[src/rtl/memory_arbiter_pkg.sv]
// Shared definitions for the two-client (icache/dcache) memory arbiter:
// line/address widths, assumed memory latency and FSM/client encodings.
package memory_arbiter_pkg;

  localparam int ADDR_W              = 20;
  localparam int LINE_W              = 128;
  localparam int MEMORY_DELAY_CYCLES = 4;

  typedef enum logic [1:0] {
    ST_IDLE  = 2'd0,
    ST_ISSUE = 2'd1,
    ST_WAIT  = 2'd2,
    ST_RESP  = 2'd3
  } arb_state_e;

  typedef enum logic {
    CL_IC = 1'b0,
    CL_DC = 1'b1
  } client_e;

endpackage

[src/rtl/memory_arbiter_grant.sv]
// Grant select between instruction and data cache requests, plus the
// round-robin pointer when MEMORY_ARBITER_ROUND_ROBIN_EN is defined.
module memory_arbiter_grant
  import memory_arbiter_pkg::*;
(
  input  logic    clk,
  input  logic    reset,
  input  logic    ic_req,
  input  logic    dc_req,
  input  logic    grant_en,
  output logic    grant_valid,
  output client_e grant_client
);

  assign grant_valid = grant_en && (ic_req || dc_req);

`ifdef MEMORY_ARBITER_ROUND_ROBIN_EN
  // prefer_ic is set after a data grant so the next conflict favours the icache
  logic prefer_ic;

  always_comb begin
    grant_client = CL_IC;
    if (ic_req && dc_req)
      grant_client = prefer_ic ? CL_IC : CL_DC;
    else if (dc_req)
      grant_client = CL_DC;
  end

  always_ff @(posedge clk) begin
    if (reset)
      prefer_ic <= 1'b0;
    else if (grant_valid)
      prefer_ic <= (grant_client == CL_DC);
  end
`else
  logic unused_clk_reset;
  assign unused_clk_reset = clk ^ reset;

  always_comb begin
    grant_client = CL_IC;
    if (dc_req)
      grant_client = CL_DC;
  end
`endif

endmodule

[src/rtl/memory_arbiter.sv]
// Serialises icache line reads and dcache fills/write-backs onto one memory port.
// Optional round-robin conflict resolution: MEMORY_ARBITER_ROUND_ROBIN_EN.
module memory_arbiter
  import memory_arbiter_pkg::*;
(
  input  logic              clk,
  input  logic              reset,
  input  logic              ic_req,
  input  logic [ADDR_W-1:0] ic_addr,
  input  logic              ic_abort,
  output logic              ic_ready,
  output logic [LINE_W-1:0] ic_data,
  input  logic              dc_req,
  input  logic              dc_we,
  input  logic [ADDR_W-1:0] dc_addr,
  input  logic [LINE_W-1:0] dc_wr_data,
  output logic              dc_ready,
  output logic [LINE_W-1:0] dc_rd_data,
  output logic              mem_requested,
  output logic              mem_we,
  output logic [ADDR_W-1:0] mem_addr,
  output logic [LINE_W-1:0] mem_wr_data,
  output logic              mem_reset_req,
  input  logic              mem_ready,
  input  logic [LINE_W-1:0] mem_rd_data,
  input  logic              is_loading_memory_into_core
);

  arb_state_e        state, state_nxt;
  client_e           lat_client;
  logic [ADDR_W-1:0] lat_addr;
  logic              lat_we;
  logic [LINE_W-1:0] lat_wr_data;

  logic    grant_en;
  logic    grant_valid;
  client_e grant_client;
  logic    abort_hit;
  logic    capture;

  memory_arbiter_grant u_grant (
    .clk          (clk),
    .reset        (reset),
    .ic_req       (ic_req),
    .dc_req       (dc_req),
    .grant_en     (grant_en),
    .grant_valid  (grant_valid),
    .grant_client (grant_client)
  );

  // Only an instruction transaction can be flushed; data writes/fills run to completion
  assign abort_hit = ic_abort && (lat_client == CL_IC);

  always_comb begin
    state_nxt     = state;
    grant_en      = 1'b0;
    mem_requested = 1'b0;
    mem_we        = 1'b0;
    mem_addr      = '0;
    mem_wr_data   = '0;
    mem_reset_req = 1'b0;
    ic_ready      = 1'b0;
    dc_ready      = 1'b0;
    capture       = 1'b0;
    unique case (state)
      ST_IDLE: begin
        grant_en = !is_loading_memory_into_core;
        if (grant_valid)
          state_nxt = ST_ISSUE;
      end
      ST_ISSUE: begin
        mem_we      = lat_we;
        mem_addr    = lat_addr;
        mem_wr_data = lat_wr_data;
        if (abort_hit) begin
          mem_reset_req = 1'b1;
          state_nxt     = ST_IDLE;
        end else if (mem_ready) begin
          mem_requested = 1'b1;
          state_nxt     = ST_WAIT;
        end
      end
      ST_WAIT: begin
        mem_we      = lat_we;
        mem_addr    = lat_addr;
        mem_wr_data = lat_wr_data;
        if (abort_hit) begin
          mem_reset_req = 1'b1;
          state_nxt     = ST_IDLE;
        end else if (mem_ready) begin
          capture   = !lat_we;
          state_nxt = ST_RESP;
        end
      end
      ST_RESP: begin
        ic_ready  = (lat_client == CL_IC);
        dc_ready  = (lat_client == CL_DC);
        state_nxt = ST_IDLE;
      end
      default: state_nxt = ST_IDLE;
    endcase
  end

  always_ff @(posedge clk) begin
    if (reset)
      state <= ST_IDLE;
    else
      state <= state_nxt;
  end

  // Grant stage: latch the winning client's command for the whole transaction
  always_ff @(posedge clk) begin
    if (reset) begin
      lat_client  <= CL_IC;
      lat_addr    <= '0;
      lat_we      <= 1'b0;
      lat_wr_data <= '0;
    end else if (state == ST_IDLE && grant_valid) begin
      lat_client <= grant_client;
      if (grant_client == CL_DC) begin
        lat_addr    <= dc_addr;
        lat_we      <= dc_we;
        lat_wr_data <= dc_wr_data;
      end else begin
        lat_addr    <= ic_addr;
        lat_we      <= 1'b0;
        lat_wr_data <= '0;
      end
    end
  end

  // Response stage: read lines are held until the same client's next read
  always_ff @(posedge clk) begin
    if (reset) begin
      ic_data    <= '0;
      dc_rd_data <= '0;
    end else if (capture) begin
      if (lat_client == CL_IC)
        ic_data <= mem_rd_data;
      else
        dc_rd_data <= mem_rd_data;
    end
  end

endmodule

[config.mk]
export PLATFORM = sky130hd
export DESIGN_NAME = memory_arbiter
export DESIGN_NICKNAME = d
export VERILOG_FILES = /design/src/rtl/memory_arbiter_pkg.sv /design/src/rtl/memory_arbiter_grant.sv /design/src/rtl/memory_arbiter.sv
export SDC_FILE = /design/constraint.sdc
export NUM_CORES = 1
export LEC_CHECK = 0
export BUFFER_PORTS_ARGS = -buffer_cell sky130_fd_sc_hd__buf_2
export CORE_AREA = 2 2 279 281
export CTS_CLUSTER_SIZE = 28
export DETAILED_ROUTE_END_ITERATION = 10
export DIE_AREA = 0 0 281 283
export GPL_ROUTABILITY_DRIVEN = 0
export PLACE_DENSITY = 0.51
export SYNTH_ARGS = -nofsm -noshare
export SYNTH_HDL_FRONTEND = slang
export SYNTH_HIERARCHICAL = 1
export SYNTH_SLANG_ARGS = --single-unit
[constraint.sdc]
create_clock -name clk -period 3.9 [get_ports clk]
set_clock_uncertainty 0.15 [all_clocks]
set_input_delay 0.195 -clock clk [delete_from_list [all_inputs] [get_ports clk]]
set_output_delay 0.195 -clock clk [all_outputs]
set_load 0.02 [all_outputs]
==> implementation parameters, run 1 <==
Parameter                              Value

Clock tree
  Clk sink count ... 408
  Largest buffer count on any clock path ... 3
  Skew-Pair Late Insertion Delay ... 0.58 ns
  Cells resized by post-CTS repair ... 0
  CTS Buf Count ... 49
  Clock Pin Slew Worst Setup and Hold Paths ... 0.06 ns
  Post-CTS Setup Inserts ... 0
  Post-CTS Hold Buffers ... 318
  Root buf cell ... sky130_fd_sc_hd__clkbuf_16
  Clock tree from TritonCTS ... built
  Depth of the CTS H-tree ... 2

GRT
  All-Layer GR Usage ... 15.0%
  Via count of the first global-routing pass ... 16800
  Initial antenna violation count ... 1
  Pin count of the biggest net entering global routing ... 118
  Wire length of the first global-routing pass ... 95600 µm
  Total congestion overflow after global routing ... 0

Floorplanning
  Initial core utilization ... 23.2%
  Total number of placement rows ... 102
  Vert. Die Dim ... 283 µm
  Top-level I/O count ... 713
  Std-Cell Core Area ... 76700 µm²
  Die boundary width ... 281 µm
  Die Area ... 79500 µm²

Layout
  Utilization of the core after routing ... 35.0%
  Ratio of cells with drive above 1 in the final layout ... 34.7%
  Post-layout net count ... 3230
  Layout Area Growth over Synthesis ... 50.7%
  Number of diodes ... 0
  Non-filler cells, final ... 3998

Timing
  Worst-Margin Slew ... 0.982 ns
  Max-slew headroom at the worst pin ... 34.5%
  Final worst-path cycle share ... 71.5%
  Setup slack of the critical path after layout ... 1.11 ns
  Fin. Hold Viols ... 0
  Period minus WS final ... 2.79 ns
  Worst slack on hold paths ... 0.0525 ns
  Peak clock frequency supported by timing ... 359 MHz
  Final max-slew violation count ... 0
  RSZ-0062 raised after global routing ... no
  Sum Neg Setup Slack ... 0 ns
  # setup viols final ... 0

Setup path
  Classification of the worst setup path ... flop to flop
  Worst path cell trace ... inv_1 -> ha_1 -> and4b_4 -> buf_4 -> nand2_1 -> a21oi_1 -> dlygate4sd3_1
  Slowest cell on the critical path ... sky130_fd_sc_hd__dlygate4sd3_1
  Worst reg2reg path startpoint ... state[0]
  Type of element launching the critical path ... flop
  Maximum fanout along the worst path ... 20
  Critical path capture point type ... flop
  CP peak stage delay ... 0.58 ns
  Data arrival time at the worst-slack endpoint ... 3.16 ns
  Launching element of the worst setup path ... state[0]
  Worst EP required ... 4.27 ns

Logic synthesis
  Netlist area before placement ... 17800 µm²
  Synthesized area divided by synthesized cell count ... 9.01 µm²
  Nets in the synthesized netlist ... 2286
  Cell variety after synth ... 31
  Yosys Warn Count ... 6
  Number of synthesized register bits ... 408
  Post-Syn Instances ... 1977
  Seq/Total Area, Yosys ... 45.8%

Worst hold path
  Start point of the worst min-delay path ... ic_req
  Min-delay worst type ... input pin to flop

Detailed routing
  Routed length per placed instance ... 15.9 µm
  Vias ... 16700
  Post-route antenna net violation count ... 0
  DR DRC count ... 0
  Total wire length ... 63400 µm
  Vias per Instance ... 4.18
  DRT Pass-1 Iters ... 5
  DRC marker count from the first detailed-route iteration ... 609

Outcome
  Result of the run ... completed

Placed design
  Port buffer count ... 712
  Half-perimeter wire length of the detailed placement result ... 43300 µm
  Instance count after placement with tap cells included ... 3592
  Worst slack after detailed placement ... 1.50 ns

Power and ir drop
  Pwr/cell area ... 392 nW/µm²
  Worst vdd rail ir drop ... 0.000357 V
  Leakage Power ... 0.0112 µW

Run
  Number of max-cap violations ... 0
==> metal layers <==
layer,up-vias,wire length (µm),global-route usage [%]
li1,8338,-,-
met2,566,30700,26.5
met1,7725,25900,17.3
met3,84,5110,4.68
met5,-,0,0
met4,0,1760,4.49
==> final cells by class <==
type,instances,area [µm²]
Clock buffer,74,1480
Inverter,3,11.3
Tap cell,1040,1300
Timing Repair Buffer,1061,7150
Clock inverter,14,204
Fill cell,8003,49900
Multi-Input combinational cell,1398,8530
Sequential cell,408,8170
==> path summary, 6_finish.rpt <==
kind,endpoint,cells past startpoint,slack (ns)
worst min-delay path,state[1],5,0.05
worst min register to register,lat_wr_data[11],2,0.29
worst max register to register,dc_rd_data[110],7,1.11
worst max-delay path,dc_rd_data[110],7,1.11
==> worst max-delay path: cells and delay by family, from the launching register on <==
kind / cells / cell delay, ns
buffers and inverters: 3 / 1.14
AOI/OAI and AO/OA: 1 / 0.14
adders and majority gates: 1 / 0.28
DFF: 1 / 0.32
and+or+nand+nor: 2 / 0.66
==> cell families (layout without fill, tap and decap cells) <==
| kind of cell | after synthesis | in the layout | synth area share (%) |
|---|---|---|---|
| DFF | 408 | 408 | 45.8 |
| buffers and inverters | 171 | 1152 | 6.43 |
| adders and majority gates | 5 | 5 | 0.351 |
| and+or+nand+nor | 960 | 960 | 28.6 |
| muxes | 148 | 148 | 8.31 |
| AOI/OAI and AO/OA | 285 | 285 | 10.5 |
==> sequential cells by signal, indices dropped and copies added, names as in the netlist <==
name	count
lat_client	1
lat_we	1
lat_addr	20
ic_data	128
lat_wr_data	128
state	2
dc_rd_data	128
==> cells in the mapped netlist (all sizes together) <==
cell / n / share of area [%]
ha: 5 / 0.35
nor4: 1 / 0.12
and3: 1 / 0.035
or4: 1 / 0.042
nor2b: 5 / 0.18
o21a: 1 / 0.042
clkbuf: 78 / 1.6
dfxtp: 408 / 46
buf: 90 / 4.7
nand2: 389 / 9.6
a21oi: 259 / 9.4
mux2i: 148 / 8.3
a211oi: 20 / 0.84
nor2: 21 / 0.44
and2: 152 / 5.3
nand2b: 258 / 9.1
a31oi: 1 / 0.035
nand3: 130 / 3.7
a221oi: 1 / 0.049
inv: 3 / 0.063
nand4b: 1 / 0.049
o2111ai: 1 / 0.049
o31ai: 1 / 0.042
o21ai: 1 / 0.028
and4b: 1 / 0.077
==> placed cells by master, fill, tap and decap left out, types with 4 or more instances in the layout <==
master and n:
sky130_fd_sc_hd__a211oi_1 20, sky130_fd_sc_hd__a21oi_1 159, sky130_fd_sc_hd__a21oi_2 100, sky130_fd_sc_hd__and2_1 151, sky130_fd_sc_hd__buf_12 13, sky130_fd_sc_hd__buf_2 710
sky130_fd_sc_hd__buf_4 19, sky130_fd_sc_hd__bufinv_16 4, sky130_fd_sc_hd__clkbuf_1 10, sky130_fd_sc_hd__clkbuf_16 50, sky130_fd_sc_hd__clkbuf_8 14, sky130_fd_sc_hd__clkinv_2 6
sky130_fd_sc_hd__dfxtp_1 408, sky130_fd_sc_hd__dlygate4sd3_1 318, sky130_fd_sc_hd__ha_1 4, sky130_fd_sc_hd__mux2i_1 148, sky130_fd_sc_hd__nand2_1 288, sky130_fd_sc_hd__nand2_2 100
sky130_fd_sc_hd__nand2b_1 258, sky130_fd_sc_hd__nand3_1 130, sky130_fd_sc_hd__nor2_1 21, sky130_fd_sc_hd__nor2b_1 5
==> metrics by stage <==
stage	total power (µW)	cell area (µm²)
6_report	10500	26800
5_1_grt	11000	26800
4_1_cts	10700	26800
3_5_place_dp	5590	22000
3_3_place_gp	5590	22000
2_1_floorplan	5120	17800
==> power breakdown <==
group | internal [µW] | switching [µW] | total (µW)
registers | 4280 | 57.0 | 4340
logic | 619 | 782 | 1400
clock network | 2890 | 1890 | 4770
Power figures use the tool's default switching activity.
==> run 2, diff against run 1 <==
ABC_AREA = 1   (was default)
CORE_AREA = 2 2 278 280   (was 2 2 279 281)
DIE_AREA = 0 0 280 282   (was 0 0 281 283)
PLACE_DENSITY = 0.53   (was 0.51)
clock period = 2.5 ns   (was 3.9 ns; I/O delays follow)
==> implementation parameters, run 2 <==
Parameter                              Value

Outcome
  Result of the run ... completed (unchanged)

Floorplanning
  Die Area ... 79000 µm² (was 79500 µm²)
  Die boundary width ... 280 µm (was 281 µm)
  Initial core utilization ... 23.4% (was 23.2%)
  Std-Cell Core Area ... 75700 µm² (was 76700 µm²)
  Vert. Die Dim ... 282 µm (was 283 µm)
  Top-level I/O count ... 713 (unchanged)
  Total number of placement rows ... 101 (was 102)

Clock tree
  Clk sink count ... 408 (unchanged)
  Clock Pin Slew Worst Setup and Hold Paths ... 0.06 ns (about the same)
  Skew-Pair Late Insertion Delay ... 0.59 ns (was 0.58 ns)
  Depth of the CTS H-tree ... 2 (unchanged)
  Largest buffer count on any clock path ... 3 (unchanged)
  Clock tree from TritonCTS ... built (unchanged)
  CTS Buf Count ... 48 (was 49)
  Root buf cell ... sky130_fd_sc_hd__clkbuf_16 (unchanged)

GRT
  Initial antenna violation count ... 6 (was 1)
  Grt met1 use ... 19.7% (was 17.3%)
  All-Layer GR Usage ... 17.3% (was 15.0%)
  Global-route track usage on met3 ... 4.78% (was 4.68%)
  Global-route layer with the greatest usage ... met2 (unchanged)
  Pin count of the biggest net entering global routing ... 131 (was 118)
  Via count of the first global-routing pass ... 19300 (was 16800)
  Wire length of the first global-routing pass ... 108000 µm (was 95600 µm)
  Total congestion overflow after global routing ... 0 (unchanged)
  Met2 track demand over resource in global routing ... 29.8% (was 26.5%)

Timing
  # setup viols final ... 0 (unchanged)
  Final max-slew violation count ... 0 (unchanged)
  Final worst-path cycle share ... 96.1% (was 71.5%)
  Max-slew headroom at the worst pin ... 45.2% (was 34.5%)
  Setup slack of the critical path after layout ... 0.0971 ns (was 1.11 ns)
  Fin. Hold Viols ... 0 (unchanged)
  Worst-Margin Slew ... 0.822 ns (was 0.982 ns)
  Sum Neg Setup Slack ... 0 ns (unchanged)
  Period minus WS final ... 2.40 ns (was 2.79 ns)
  RSZ-0062 raised after global routing ... no (unchanged)
  Peak clock frequency supported by timing ... 416 MHz (was 359 MHz)

Layout
  Layout Area Growth over Synthesis ... 55.3% (was 50.7%)
  Post-layout net count ... 3989 (was 3230)
  Highest-count cells in the layout ignoring fill and taps ... 840 x sky130_fd_sc_hd__nand2_1, 711 x sky130_fd_sc_hd__buf_2, 523 x sky130_fd_sc_hd__nor2_1, 435 x sky130_fd_sc_hd__inv_1, 405 x sky130_fd_sc_hd__dfxtp_1 (was 710 x sky130_fd_sc_hd__buf_2, 408 x sky130_fd_sc_hd__dfxtp_1, 318 x sky130_fd_sc_hd__dlygate4sd3_1, 288 x sky130_fd_sc_hd__nand2_1, 258 x sky130_fd_sc_hd__nand2b_1)
  Ratio of cells with drive above 1 in the final layout ... 23.4% (was 34.7%)
  Non-filler cells, final ... 4699 (was 3998)
  Most frequent standard cell in the layout excluding fill and tap cells ... sky130_fd_sc_hd__nand2_1 (was sky130_fd_sc_hd__buf_2)
  Fill cell count ... 8082 (was 8003)
  Post-route cell area ... 27500 µm² (was 26800 µm²)
  Registers with the most flip-flops ... dc_rd_data: 128 flops, ic_data: 128 flops, lat_wr_data: 128 flops (unchanged)

Logic synthesis
  Top cells by area in the synthesized netlist ... sky130_fd_sc_hd__dfxtp_1 46%, sky130_fd_sc_hd__nand2_1 18%, sky130_fd_sc_hd__nor2_1 11%, sky130_fd_sc_hd__inv_1 9.3%, sky130_fd_sc_hd__nand4_1 4.5% (was sky130_fd_sc_hd__dfxtp_1 46%, sky130_fd_sc_hd__nand2b_1 9.1%, sky130_fd_sc_hd__mux2i_1 8.3%, sky130_fd_sc_hd__nand2_1 6.1%, sky130_fd_sc_hd__and2_1 5.3%)
  FFs w/ async S/R, synth ... 0% (unchanged)
  Most instantiated flip-flop cell in the synthesis netlist ... sky130_fd_sc_hd__dfxtp_1 (unchanged)
  Seq/Total Area, Yosys ... 46.2% (was 45.8%)
  Compound-cell area share of the yosys netlist ... 4.61% (was 10.5%)
  Top cell type by total area after synthesis ... sky130_fd_sc_hd__dfxtp_1 (unchanged)
  Dominant cell by count in the synthesized netlist ... sky130_fd_sc_hd__nand2_1 (was sky130_fd_sc_hd__dfxtp_1)
  Synthesized area divided by synthesized cell count ... 6.53 µm² (was 9.01 µm²)
  Nets in the synthesized netlist ... 3017 (was 2286)
  Synth top cells by count ... 841 x sky130_fd_sc_hd__nand2_1, 525 x sky130_fd_sc_hd__nor2_1, 437 x sky130_fd_sc_hd__inv_1, 408 x sky130_fd_sc_hd__dfxtp_1, 130 x sky130_fd_sc_hd__a21oi_1 (was 408 x sky130_fd_sc_hd__dfxtp_1, 289 x sky130_fd_sc_hd__nand2_1, 258 x sky130_fd_sc_hd__nand2b_1, 159 x sky130_fd_sc_hd__a21oi_1, 152 x sky130_fd_sc_hd__and2_1)
  Number of synthesized register bits ... 408 (unchanged)
  Post-Syn Instances ... 2708 (was 1977)
  Post-synthesis mux area share ... 0% (was 8.31%)
  Share of synthesized cell area in full adder, half adder and majority cells ... 0.354% (was 0.351%)
  Number of flops mapped to enable cells by yosys ... 0 (unchanged)
  Simple-gate area share of the yosys netlist ... 34.4% (was 28.6%)
  Post-Synth XOR/XNOR Area ... 0% (unchanged)
  Yosys Warn Count ... 6 (unchanged)
  Netlist area before placement ... 17700 µm² (was 17800 µm²)
  Main combinational cell family by area after synthesis ... simple AND/OR/NAND/NOR gates (unchanged)
  Post-synth top area share ... 46.2% (was 45.8%)
  Cell variety after synth ... 23 (was 31)

Detailed routing
  Post-route antenna net violation count ... 0 (unchanged)
  DR DRC count ... 0 (unchanged)
  Vias ... 19800 (was 16700)
  Vias per Instance ... 4.21 (was 4.18)
  Routed length per placed instance ... 15.3 µm (was 15.9 µm)
  DRC marker count from the first detailed-route iteration ... 914 (was 609)
  Total wire length ... 72100 µm (was 63400 µm)
  DRT Pass-1 Iters ... 5 (unchanged)

Setup path
  Maximum fanout along the worst path ... 60 (was 20)
  Critical path capture point type ... flop (unchanged)
  Largest delay contributor family on the critical path ... buffers and inverters (unchanged)
  Type of element launching the critical path ... flop (unchanged)
  Classification of the worst setup path ... flop to flop (unchanged)
  Data arrival time at the worst-slack endpoint ... 2.72 ns (was 3.16 ns)
  CP bufs+invs ... 4 (was 3)
  Slowest cell on the critical path ... sky130_fd_sc_hd__dlygate4sd3_1 (unchanged)
  Worst path cell trace ... inv_2 -> ha_2 -> nand4_4 -> buf_16 -> buf_4 -> nor2_1 -> nor2_1 -> dlygate4sd3_1 (was inv_1 -> ha_1 -> and4b_4 -> buf_4 -> nand2_1 -> a21oi_1 -> dlygate4sd3_1)
  CP peak stage delay ... 0.55 ns (was 0.58 ns)
  Worst EP required ... 2.82 ns (was 4.27 ns)
  Top cell by count, worst path ... sky130_fd_sc_hd__nor2_1

Run
  Number of max-cap violations ... 0 (unchanged)

Worst hold path
  Min-delay worst type ... input pin to flop (unchanged)

Placed design
  Port buffer count ... 712 (unchanged)
  Worst slack after detailed placement ... 0.141 ns (was 1.50 ns)
  Instance count after placement with tap cells included ... 4267 (was 3592)
  Post-Place Cell Area ... 22300 µm² (was 22000 µm²)
  Half-perimeter wire length of the detailed placement result ... 49200 µm (was 43300 µm)

Power and ir drop
  Total Power Consumption ... 20100 µW (was 10500 µW)
  Worst vdd rail ir drop ... 0.000484 V (was 0.000357 V)
  Leakage Power ... 0.0151 µW (was 0.0112 µW)
  Pwr/cell area ... 734 nW/µm² (was 392 nW/µm²)
run 2: cell count changes after synthesis, moves of 100 or more:
cell and change:
sky130_fd_sc_hd__a21oi_2 -100, sky130_fd_sc_hd__and2_1 -152, sky130_fd_sc_hd__inv_1 +434, sky130_fd_sc_hd__mux2i_1 -148, sky130_fd_sc_hd__nand2_1 +552, sky130_fd_sc_hd__nand2_2 -100
sky130_fd_sc_hd__nand2b_1 -258, sky130_fd_sc_hd__nand3_1 -108, sky130_fd_sc_hd__nand4_1 +128, sky130_fd_sc_hd__nor2_1 +504
run 2: path summary, 6_finish.rpt:
path	start	end	slack (ns)	cells after the start
setup / recovery	state[0]	ic_data[9]	0.1	8
hold / removal	dc_req	lat_addr[14]	0.06	6
setup reg to reg	state[0]	ic_data[9]	0.1	8
hold reg to reg	lat_wr_data[116]	lat_wr_data[116]	0.31	2
run 2: cells by family (layout without fill, tap and decap cells):
group,count (synthesis),after routing
simple gates,1521,1521
buf+inv,622,1632
flops,408,408
compound gates,152,152
fa+ha+maj,5,5
other cells,0,3
run 2: stage by stage:
step                      utilization, %  hold slack (ns)
after CTS                           36.2          0.00482
final                               36.3           0.0574
after global placement              29.5            0.220
after detailed placement            29.5            0.221
after global routing                36.3           0.0395
after floorplan                        -            0.110
run 2: power by group:
| part | leakage (µW) | internal (µW) | total [µW] | switching (µW) |
|---|---|---|---|---|
| combinational | 0.0110 | 2120 | 5550 | 3430 |
| clock | 0.000808 | 4220 | 7160 | 2940 |
| sequential | 0.00330 | 7110 | 7430 | 322 |
| total | 0.0151 | 13500 | 20100 | 6690 |
run 2: worst register-to-register path: stages (launching register included):
cell	delay, ns
sky130_fd_sc_hd__dfxtp_2	0.34
sky130_fd_sc_hd__inv_2	0.10
sky130_fd_sc_hd__ha_2	0.24
sky130_fd_sc_hd__nand4_4	0.16
sky130_fd_sc_hd__buf_16	0.22
sky130_fd_sc_hd__buf_4	0.35
sky130_fd_sc_hd__nor2_1	0.12
sky130_fd_sc_hd__nor2_1	0.06
sky130_fd_sc_hd__dlygate4sd3_1	0.55
run 2: routing by layer:
| layer | part of all wire, % | wire length, µm |
|---|---|---|
| met1 | 40 | 29100 |
| met2 | 47 | 34000 |
| met3 | 7.7 | 5550 |
| met4 | 4.7 | 3400 |
| met5 | 0.014 | 10 |
run 2: final cells by class:
class | instances | area, µm² | share of cell area, %
Inverter | 439 | 1660 | 6.04
Tap cell | 978 | 1220 | 4.46
Clock inverter | 16 | 166 | 0.606
Timing Repair Buffer | 1105 | 7760 | 28.2
Clock buffer | 72 | 1450 | 5.29
Sequential cell | 408 | 8170 | 29.8
Antenna cell | 3 | 7.51 | 0.0273
Multi-Input combinational cell | 1678 | 7020 | 25.6
run 2: what timing repair did:
action	in CTS	in global routing
setup buffers	4	0
cloned	3	1
hold buffers	333	0
hold endpoints to repair	408	0
endpoints found under the setup margin	39	126
pin swaps	1	0
resized for setup	3	8
==> run 3, diff against run 2 <==
CORE_AREA = 2 2 281 283   (was 2 2 278 280)
DIE_AREA = 0 0 283 285   (was 0 0 280 282)
PLACE_DENSITY = 0.52   (was 0.53)
==> implementation parameters, run 3 (same netlist as run 2, synthesis figures left out) <==
Parameter                              Value

Power and ir drop
  Leakage Power ... 0.0151 µW (about the same)
  Worst vdd rail ir drop ... 0.000438 V (was 0.000484 V)
  Pwr/cell area ... 718 nW/µm² (was 734 nW/µm²)

Detailed routing
  DRT Pass-1 Iters ... 4 (was 5)
  Vias ... 19600 (was 19800)
  Vias per Instance ... 4.10 (was 4.21)
  Post-route antenna net violation count ... 0 (unchanged)
  DRC marker count from the first detailed-route iteration ... 863 (was 914)
  Routed length per placed instance ... 14.9 µm (was 15.3 µm)
  DR DRC count ... 0 (unchanged)
  Total wire length ... 71400 µm (was 72100 µm)

Setup path
  Data arrival time at the worst-slack endpoint ... 2.13 ns (was 2.72 ns)
  Maximum fanout along the worst path ... 17 (was 60)
  CP bufs+invs ... 4 (unchanged)
  Worst EP required ... 2.23 ns (was 2.82 ns)
  Type of element launching the critical path ... flop (unchanged)
  Classification of the worst setup path ... flop to output pin (was flop to flop)
  Critical path capture point type ... output pin (was flop)
  Largest delay contributor family on the critical path ... buffers and inverters (unchanged)
  CP peak stage delay ... 0.43 ns (was 0.55 ns)
  Slowest cell on the critical path ... sky130_fd_sc_hd__ha_4 (was sky130_fd_sc_hd__dlygate4sd3_1)
  Worst path cell trace ... inv_2 -> ha_4 -> buf_4 -> nand2_1 -> inv_1 -> buf_2 (was inv_2 -> ha_2 -> nand4_4 -> buf_16 -> buf_4 -> nor2_1 -> nor2_1 -> dlygate4sd3_1)

Run
  Number of max-cap violations ... 0 (unchanged)

Layout
  Most frequent standard cell in the layout excluding fill and tap cells ... sky130_fd_sc_hd__nand2_1 (unchanged)
  Registers with the most flip-flops ... dc_rd_data: 128 flops, ic_data: 128 flops, lat_wr_data: 128 flops (unchanged)
  Post-route cell area ... 27500 µm² (about the same)
  Ratio of cells with drive above 1 in the final layout ... 23.4% (about the same)
  Highest-count cells in the layout ignoring fill and taps ... 840 x sky130_fd_sc_hd__nand2_1, 708 x sky130_fd_sc_hd__buf_2, 523 x sky130_fd_sc_hd__nor2_1, 435 x sky130_fd_sc_hd__inv_1, 406 x sky130_fd_sc_hd__dfxtp_1 (was 840 x sky130_fd_sc_hd__nand2_1, 711 x sky130_fd_sc_hd__buf_2, 523 x sky130_fd_sc_hd__nor2_1, 435 x sky130_fd_sc_hd__inv_1, 405 x sky130_fd_sc_hd__dfxtp_1)
  Post-layout net count ... 3997 (was 3989)
  Layout Area Growth over Synthesis ... 55.5% (was 55.3%)

Floorplanning
  Die boundary width ... 283 µm (was 280 µm)
  Die Area ... 80700 µm² (was 79000 µm²)
  Total number of placement rows ... 103 (was 101)
  Initial core utilization ... 22.7% (was 23.4%)
  Vert. Die Dim ... 285 µm (was 282 µm)
  Top-level I/O count ... 713 (unchanged)
  Std-Cell Core Area ... 78000 µm² (was 75700 µm²)

GRT
  Met2 track demand over resource in global routing ... 30.0% (was 29.8%)
  Grt met1 use ... 19.3% (was 19.7%)
  Total congestion overflow after global routing ... 0 (unchanged)
  Pin count of the biggest net entering global routing ... 131 (unchanged)
  Global-route layer with the greatest usage ... met2 (unchanged)
  Via count of the first global-routing pass ... 19200 (was 19300)
  Initial antenna violation count ... 9 (was 6)
  Wire length of the first global-routing pass ... 109000 µm (was 108000 µm)
  Global-route track usage on met3 ... 4.75% (was 4.78%)
  All-Layer GR Usage ... 16.9% (was 17.3%)

Timing
  Peak clock frequency supported by timing ... 415 MHz (was 416 MHz)
  Worst-Margin Slew ... 1.06 ns (was 0.822 ns)
  RSZ-0062 raised after global routing ... no (unchanged)
  Period minus WS final ... 2.41 ns (was 2.40 ns)
  Max-slew headroom at the worst pin ... 29.4% (was 45.2%)
  Fin. Hold Viols ... 0 (unchanged)
  # setup viols final ... 0 (unchanged)
  Final max-slew violation count ... 0 (unchanged)
  Final worst-path cycle share ... 96.4% (was 96.1%)
  Sum Neg Setup Slack ... 0 ns (unchanged)

Placed design
  Half-perimeter wire length of the detailed placement result ... 48400 µm (was 49200 µm)
  Post-Place Cell Area ... 22400 µm² (was 22300 µm²)
  Port buffer count ... 712 (unchanged)

Outcome
  Result of the run ... completed (unchanged)

Clock tree
  Clk sink count ... 408 (unchanged)
  Root buf cell ... sky130_fd_sc_hd__clkbuf_16 (unchanged)
  CTS Buf Count ... 48 (unchanged)
  Skew-Pair Late Insertion Delay ... 0.56 ns (was 0.59 ns)
  Clock tree from TritonCTS ... built (unchanged)
  Clock Pin Slew Worst Setup and Hold Paths ... 0.06 ns (about the same)
  Depth of the CTS H-tree ... 2 (unchanged)
  Largest buffer count on any clock path ... 3 (unchanged)

Worst hold path
  Min-delay worst type ... input pin to flop (unchanged)
-- run 3: timing repair --
action,4_1_cts,5_1_grt
pin swaps,1,2
hold endpoints to repair,408,0
hold buffers,336,0
resized for setup,2,7
gates cloned,0,2
setup buffers,4,2
setup endpoints to repair,114,77
-- run 3: worst register-to-register path, delay by kind of cell (launching register included) --
family	cells	cell delay [ns]
DFF	1	0.37
buffers and inverters	4	1.11
and+or+nand+nor	4	0.33
adders and majority gates	1	0.27
-- run 3: power by group --
part           total (µW)  internal, µW  switching [µW]
combinational        5250          1930            3330
clock                7090          4110            2970
sequential           7410          7110             305
total               19800         13200            6600
-- run 3: cell type report --
type | instances | area (µm²)
Clock inverter | 16 | 126
Inverter | 439 | 1660
Tap cell | 1050 | 1310
Antenna cell | 4 | 10.0
Clock buffer | 72 | 1450
Sequential cell | 408 | 8170
Fill cell | 8400 | 50500
Multi-Input combinational cell | 1678 | 7020
Timing Repair Buffer | 1113 | 7750
-- run 3: path summary, 6_finish.rpt --
| path | slack [ns] | start | to | cells past startpoint |
|---|---|---|---|---|
| hold reg to reg | 0.31 | lat_wr_data[8] | lat_wr_data[8] | 2 |
| setup reg to reg | 0.17 | state[0] | ic_data[15] | 9 |
| hold / removal | 0.04 | mem_ready | state[1] | 6 |
| setup / recovery | 0.09 | state[0] | mem_wr_data[61] | 6 |
-- run 3: per-layer routing --
metal	vias to the layer above	routed length, µm
li1	10000	-
met1	8850	29200
met2	615	34500
met3	130	5220
met4	8	2430
met5	-	47
-- run 3: metrics by stage --
step | std cells | power [µW] | hold slack [ns] | util, % | setup WS [ns]
after floorplan | 2708 | 10300 | 0.110 | - | 0.622
after global placement | 4344 | 12200 | 0.217 | 28.8 | 0.320
after detailed placement | 4344 | 12200 | 0.219 | 28.8 | 0.308
after CTS | 4772 | 19900 | 0.000338 | 35.2 | 0.00396
after global routing | 4779 | 20800 | 0.0610 | 35.3 | 0.00165
final | 4780 | 19800 | 0.0407 | 35.3 | 0.0906
